**config.mk**
```make
export PLATFORM = sky130hd
export DESIGN_NAME = mdu_issue_flat
export DESIGN_NICKNAME = d
export VERILOG_FILES = /design/src/rtl/mdu_issue_if.sv /design/src/rtl/mdu_issue.sv /design/src/flat_wrapper.sv
export SDC_FILE = /design/constraint.sdc
export NUM_CORES = 1
export LEC_CHECK = 0
export ABC_AREA = 1
export CORE_UTILIZATION = 31
export CTS_BUF_LIST = sky130_fd_sc_hd__clkbuf_4
export DETAILED_ROUTE_END_ITERATION = 6
export GPL_TIMING_DRIVEN = 0
export PLACE_DENSITY_LB_ADDON = 0.05
export SLEW_MARGIN = 25
export SYNTH_ARGS = -nofsm -noshare
export SYNTH_HDL_FRONTEND = slang
export SYNTH_SLANG_ARGS = --single-unit
```
**constraint.sdc**
```tcl
create_clock -name clk -period 1.2 [get_ports clk]
set_input_delay 0.24 -clock clk [delete_from_list [all_inputs] [get_ports clk]]
set_output_delay 0.24 -clock clk [all_outputs]
set_load 0.03 [all_outputs]
```
**src/rtl/mdu_issue_if.sv**
```systemverilog
// Issue-controller <-> MDU channel: operation launch, operands, and busy/HI/LO return.
interface mdu_issue_if;
    logic        start;
    logic        mt;
    logic [2:0]  MDU_op;
    logic [31:0] A;
    logic [31:0] B;
    logic        busy;
    logic [31:0] HI;
    logic [31:0] LO;

    modport master (output start, mt, MDU_op, A, B, input busy, HI, LO);
    modport slave  (input start, mt, MDU_op, A, B, output busy, HI, LO);
endinterface

```
**src/rtl/mdu_issue.sv**
```systemverilog
// E-stage issue controller for the MDU: decode, latency countdown, D-stall and mfhi/mflo result slot.
// Optional consistency checker enabled by defining MDU_ISSUE_CHECK_EN.
module mdu_issue #(
    parameter int MUL_LAT = 5,
    parameter int DIV_LAT = 10
) (
    input  logic              clk,
    input  logic              res,
    input  logic              D_md,
    input  logic              E_valid,
    input  logic [3:0]        E_md_type,
    input  logic [31:0]       E_rs,
    input  logic [31:0]       E_rt,
    mdu_issue_if.master       mdu,
    output logic              stall_D,
    output logic [31:0]       M_md_res,
    output logic              M_md_wen,
    output logic              md_err
);
    localparam logic [3:0] MUL_L = 4'(MUL_LAT);
    localparam logic [3:0] DIV_L = 4'(DIV_LAT);

    logic       start_c;
    logic       mt_c;
    logic       is_div;
    logic       rd_hi;
    logic       rd_lo;
    logic [2:0] op_c;
    logic [3:0] pend;

    always_comb begin
        start_c = 1'b0;
        mt_c    = 1'b0;
        is_div  = 1'b0;
        rd_hi   = 1'b0;
        rd_lo   = 1'b0;
        op_c    = 3'b111;
        if (E_valid) begin
            case (E_md_type)
                4'd1: begin start_c = 1'b1; op_c = 3'b011; end
                4'd2: begin start_c = 1'b1; op_c = 3'b010; end
                4'd3: begin start_c = 1'b1; is_div = 1'b1; op_c = 3'b101; end
                4'd4: begin start_c = 1'b1; is_div = 1'b1; op_c = 3'b100; end
                4'd5: rd_hi = 1'b1;
                4'd6: rd_lo = 1'b1;
                4'd7: begin mt_c = 1'b1; op_c = 3'b001; end
                4'd8: begin mt_c = 1'b1; op_c = 3'b000; end
                default: ;
            endcase
        end
    end

    assign mdu.start  = start_c;
    assign mdu.mt     = mt_c;
    assign mdu.MDU_op = op_c;
    assign mdu.A      = E_rs;
    assign mdu.B      = E_rt;

    // pend==1 is the MDU's final busy cycle; HI/LO land on its closing edge, so no stall there.
    assign stall_D = D_md & (start_c | (pend > 4'd1));

    always_ff @(posedge clk) begin
        if (res) begin
            pend <= 4'd0;
        end else if (start_c) begin
            pend <= is_div ? DIV_L : MUL_L;
        end else if (pend != 4'd0) begin
            pend <= pend - 4'd1;
        end
    end

    always_ff @(posedge clk) begin
        if (res) begin
            M_md_res <= 32'd0;
            M_md_wen <= 1'b0;
        end else if (rd_hi) begin
            M_md_res <= mdu.HI;
            M_md_wen <= 1'b1;
        end else if (rd_lo) begin
            M_md_res <= mdu.LO;
            M_md_wen <= 1'b1;
        end else begin
            M_md_wen <= 1'b0;
        end
    end

`ifdef MDU_ISSUE_CHECK_EN
    logic md_err_q;

    always_ff @(posedge clk) begin
        if (res) begin
            md_err_q <= 1'b0;
        end else if ((mdu.busy != (pend != 4'd0)) || ((start_c | mt_c) && (pend > 4'd1))) begin
            md_err_q <= 1'b1;
        end
    end

    assign md_err = md_err_q;
`else
    assign md_err = 1'b0;
`endif
endmodule

```
**src/flat_wrapper.sv**
```systemverilog
// flat-port wrapper written by rule: the top's interface ports become plain ports
module mdu_issue_flat 
#(
    parameter int MUL_LAT = 5,
    parameter int DIV_LAT = 10
)
  (clk, res, D_md, E_valid, E_md_type, E_rs, E_rt, stall_D, M_md_res, M_md_wen, md_err, mdu_start, mdu_mt, mdu_MDU_op, mdu_A, mdu_B, mdu_busy, mdu_HI, mdu_LO);
  mdu_issue_if mdu_i ();
  input  logic clk;
  input  logic res;
  input  logic D_md;
  input  logic E_valid;
  input  logic [3:0] E_md_type;
  input  logic [31:0] E_rs;
  input  logic [31:0] E_rt;
  output logic stall_D;
  output logic [31:0] M_md_res;
  output logic M_md_wen;
  output logic md_err;
  output wire logic [$bits(mdu_i.start)-1:0] mdu_start;
  output wire logic [$bits(mdu_i.mt)-1:0] mdu_mt;
  output wire logic [$bits(mdu_i.MDU_op)-1:0] mdu_MDU_op;
  output wire logic [$bits(mdu_i.A)-1:0] mdu_A;
  output wire logic [$bits(mdu_i.B)-1:0] mdu_B;
  input wire logic [$bits(mdu_i.busy)-1:0] mdu_busy;
  input wire logic [$bits(mdu_i.HI)-1:0] mdu_HI;
  input wire logic [$bits(mdu_i.LO)-1:0] mdu_LO;
  assign mdu_start = mdu_i.start;
  assign mdu_mt = mdu_i.mt;
  assign mdu_MDU_op = mdu_i.MDU_op;
  assign mdu_A = mdu_i.A;
  assign mdu_B = mdu_i.B;
  assign mdu_i.busy = mdu_busy;
  assign mdu_i.HI = mdu_HI;
  assign mdu_i.LO = mdu_LO;
  mdu_issue #(.MUL_LAT(MUL_LAT), .DIV_LAT(DIV_LAT)) u_core (.clk(clk), .res(res), .D_md(D_md), .E_valid(E_valid), .E_md_type(E_md_type), .E_rs(E_rs), .E_rt(E_rt), .mdu(mdu_i), .stall_D(stall_D), .M_md_res(M_md_res), .M_md_wen(M_md_wen), .md_err(md_err));
endmodule
```
==> summary by stage <==
Setup path
The required time of the critical path is 0.96 ns. Of all nets on the critical path, the largest fanout is 3. The worst setup path is captured at a primary output. STA classifies the critical path startpoint as a flop. STA puts the critical path data arrival time at between 1 and 1.5 ns. Together, buffers and inverters on the worst path number 3. The setup slack of the most critical reg-to-reg path is 0 ns.

The capture point of the worst reg-to-reg path is u_core.pend[2]. Traced cell by cell, the critical path runs through inv_4, ha_4, o21ai_2, o21ai_2, inv_2, buf_6. The cell depth of the worst flop-to-flop path is 6. In this design, the largest share of critical-path delay is due to flip-flops. The critical path class is reg -> out. The most used cell along the critical path is sky130_fd_sc_hd__o21ai_2. The maximum cell stage delay along the critical path is 0.39 ns. The logic depth of the worst path, buffers included is 6. On the critical path, the stage with the largest delay is an instance of sky130_fd_sc_hd__dfxtp_4. The worst flop-to-flop path startpoint is u_core.pend[0].

Global route
The via count of the first global-routing pass came to 2715. The first global-routing pass estimated around 13 mm of wire. The initial antenna violation count is 0. The overall track demand over capacity in global routing is 18.5%. After global routing the overflow that remains totals 0. Entering global routing, the biggest net connects 12 pins.

Worst hold path
The endpoint of the worst hold-timing path is u_core.pend[0]. The critical hold path startpoint is E_md_type[2]. The number of cells on the worst hold path is 8. The worst hold path belongs to the class in -> reg.

Die
The number of top-level design ports is between 200 and 250. The total area inside the core boundary comes to ~8000 um^2. Row generation in the floorplan step produced 32 rows. The vertical die dimension is 92.9 um. The chip width is 92.9 um.

The die covers 8630 um^2. The initial standard-cell utilization of the core is approximately a third.

Final layout
The post-route netlist has 47.0% of its cells at a drive strength greater than 1. Cells fill between 50% and 60% of the core in the end. The post-layout net count is 659.

The number of inserted filler cells in the final layout is 756. The area added between synthesis and finish is 78.4%. The final antenna diode count is 0.

Route
After detailed routing, the number of remaining DRC violations is 0. The via count is 2763. The detail route stage leaves a number of antenna-violating nets equal to 0.

The number of detailed-routing iterations run before antenna repair is 4. The initial DRC count is 91. For this block, the routed nets add up to 8.21 mm of wire. Dividing the detail-routed wire length by the instance count gives ~13 um. After detailed routing, the number of vias per cell comes to between 4 and 5.

Placement
The worst setup timing slack at the placement stage is -1.24 ns. The number of I/O port buffers is 174. The global placer's final weighted congestion is 0.762.

The wire-length estimate of the detail-placed layout is 6.34 mm.

Flow run
The number of maximum-capacitance constraint violations is 0.

Synth
Counting every net in the synthesized netlist gives 463. The synthesized design contains 37 register bits. The synthesized instance count is 324. The average size of a mapped cell is 7.90 um^2.

The proportion of synthesized chip area in sequential cells is 28.9%. The dominant cell type by area after synthesis is sky130_fd_sc_hd__dfxtp_1. The distinct cell type count of the synthesized netlist is 25. Sorting the synthesized cells by area gives the leading types as sky130_fd_sc_hd__dfxtp_1 29%, sky130_fd_sc_hd__a21oi_2 21%, sky130_fd_sc_hd__buf_4 20%. After synthesis the cells add up to 2560 um^2. In this run the biggest area consumer among cell types represents 28.9% of the synthesized area. For this run, the number of Yosys warnings is 0.

Timing
Static timing analysis puts the maximum clock frequency at 665 MHz. The shortest period the worst path allows is 1.50 ns. The worst path uses 125% of the clock period. The final hold slack is between 0.3 and 0.4 ns.

Setup repair after global routing could not meet its margin everywhere. The clock arrives with between 0.0003 and 0.0004 ns of skew. The number of hold violations in the final report came to 0. The final number of max-transition violations is 0. In the final timing run, aggregate negative setup slack is -0.497 ns. The final number of setup-violating endpoints is 6. After layout, the worst setup slack is -0.304 ns.

Power
The power per cell area is 918 nW/um^2. The reported leakage power is about 2.2 nW. The worst-case IR drop observed on VDD is between 0.3 and 0.4 mV.

Clocking
The root buffer selected by CTS is sky130_fd_sc_hd__clkbuf_4. The maximum number of buffers from clock root to sink is 2. Clock-pin slew was measured on the worst setup and hold paths at 0.10 ns. TritonCTS built the clock tree. For this design, the sink count on the clock tree is 37.

The insertion delay of the later-clocked pin in the worst-skew pair is about 0.32 ns. The number of buffers inserted during clock tree synthesis is 5. The number of hold buffers added after CTS is 0.

The H-tree was split into 2 levels.

Outcome
The checks that failed: negative setup slack. The flow ran to the end, but the final reports show violations.
final cells by class:
type	count	area, um^2	area share, %
clock buffer	6	45.0	0.986
buffer	80	611	13.4
clock inverter	2	10.0	0.219
multi-input combinational	188	1280	28.0
tap	102	128	2.79
inverter	19	86.3	1.89
sequential	37	746	16.3
timing repair buffer	189	1670	36.4
cell usage in the layout, fill, tap and decap left out, types with 2 or more instances in the layout:
cell | netlist | layout
sky130_fd_sc_hd__buf_4 | 69 | 81
sky130_fd_sc_hd__clkdlybuf4s50_1 | 0 | 66
sky130_fd_sc_hd__dlygate4sd2_1 | 0 | 64
sky130_fd_sc_hd__a21oi_2 | 60 | 60
sky130_fd_sc_hd__nand2_1 | 52 | 47
sky130_fd_sc_hd__dfxtp_1 | 37 | 35
sky130_fd_sc_hd__buf_2 | 2 | 32
sky130_fd_sc_hd__o21ai_0 | 26 | 24
sky130_fd_sc_hd__buf_6 | 6 | 15
sky130_fd_sc_hd__nor2_1 | 12 | 11
sky130_fd_sc_hd__clkbuf_4 | 0 | 11
sky130_fd_sc_hd__o21ai_1 | 9 | 9
sky130_fd_sc_hd__inv_1 | 15 | 7
sky130_fd_sc_hd__inv_4 | 0 | 6
sky130_fd_sc_hd__nand2_2 | 5 | 6
sky130_fd_sc_hd__inv_2 | 4 | 6
sky130_fd_sc_hd__nor2_4 | 2 | 4
sky130_fd_sc_hd__nand2_4 | 1 | 4
sky130_fd_sc_hd__a21oi_1 | 5 | 4
sky130_fd_sc_hd__nand4_1 | 3 | 3
sky130_fd_sc_hd__nand3_1 | 5 | 3
sky130_fd_sc_hd__nand3_4 | 0 | 2
sky130_fd_sc_hd__o21ai_2 | 0 | 2
sky130_fd_sc_hd__clkbuf_2 | 0 | 2
sky130_fd_sc_hd__ha_4 | 0 | 2
sky130_fd_sc_hd__clkinv_2 | 0 | 2
sky130_fd_sc_hd__buf_8 | 0 | 2
sky130_fd_sc_hd__buf_12 | 0 | 2
how the worst max path moves through the flow:
stage,startpoint,end,slack (ns)
after detailed placement,E_valid,stall_D,-1.24
after global placement,E_valid,stall_D,-1.23
after global routing,u_core.pend[0],stall_D,-0.39
after floorplan,E_md_type[1],mdu_MDU_op[1],-0.04
after CTS,u_core.pend[0],stall_D,-0.32
final,u_core.pend[0],stall_D,-0.30
sequential cells by signal, indices dropped and copies added (netlist names):
signal,count
u_core.M_md_res,32
u_core.M_md_wen,1
u_core.pend,4
stage by stage:
step                      instance area (um^2)  cells  power, mW
final                                     4570    623       4.19
after global placement                    4460    600       3.34
after floorplan                           2590    324       2.63
after CTS                                 4500    622       4.19
after global routing                      4570    623       4.50
after detailed placement                  4460    600       3.37
routing by layer:
layer | wire [um] | vias to the layer above | part of all wire, % | track usage (%)
li1 | - | 1385 | - | -
met1 | 2980 | 1225 | 36 | 20.3
met2 | 4350 | 141 | 53 | 34.3
met3 | 735 | 12 | 8.9 | 5.09
met4 | 153 | 0 | 1.9 | 5.77
met5 | 0 | - | 0 | 0
where the power goes:
group	leakage [nW]	switching (mW)	internal, mW	total, mW
logic	1.86	1.10	0.990	2.09
clock network	0.0354	0.414	0.246	0.660
registers	0.302	0.0930	1.35	1.45
cells in the mapped netlist:
master / number
sky130_fd_sc_hd__buf_4: 69
sky130_fd_sc_hd__ha_1: 2
sky130_fd_sc_hd__buf_6: 6
sky130_fd_sc_hd__nand3_1: 5
sky130_fd_sc_hd__nand4_1: 3
sky130_fd_sc_hd__inv_2: 4
sky130_fd_sc_hd__nor2_4: 2
sky130_fd_sc_hd__a21oi_2: 60
sky130_fd_sc_hd__dfxtp_1: 37
sky130_fd_sc_hd__buf_2: 2
sky130_fd_sc_hd__clkbuf_1: 3
sky130_fd_sc_hd__inv_1: 15
sky130_fd_sc_hd__o21ai_0: 26
sky130_fd_sc_hd__conb_1: 1
sky130_fd_sc_hd__a21oi_1: 5
sky130_fd_sc_hd__nand2_1: 52
sky130_fd_sc_hd__nor2_1: 12
sky130_fd_sc_hd__o211ai_1: 1
sky130_fd_sc_hd__o21ai_1: 9
sky130_fd_sc_hd__nand2_2: 5
sky130_fd_sc_hd__o22ai_1: 1
sky130_fd_sc_hd__xor2_1: 1
sky130_fd_sc_hd__nor2_2: 1
sky130_fd_sc_hd__nand3_2: 1
sky130_fd_sc_hd__nand2_4: 1
cell families after synthesis:
logic type / synth area share [%]
compound gates: 28.9
buf+inv: 26.5
simple gates: 14.3
flops: 28.9
fa+ha+maj: 0.977
xor+xnor: 0.342
other cells: 0.146
tightest hold or removal path, cell delays in order:
cell	delay, ns
sky130_fd_sc_hd__buf_12	0.09
sky130_fd_sc_hd__nor2_4	0.05
sky130_fd_sc_hd__nand3_1	0.07
sky130_fd_sc_hd__nor2_1	0.05
sky130_fd_sc_hd__nor2_1	0.08
sky130_fd_sc_hd__nor2_1	0.04
sky130_fd_sc_hd__nand2_1	0.05
sky130_fd_sc_hd__inv_1	0.03
what timing repair did:
item / CTS / global route
buffers inserted: 14 / 1
pin swaps: 15 / 6
resized for setup: 336 / 18
setup endpoints to repair: 140 / 32
(Power assumes the default switching activity.)
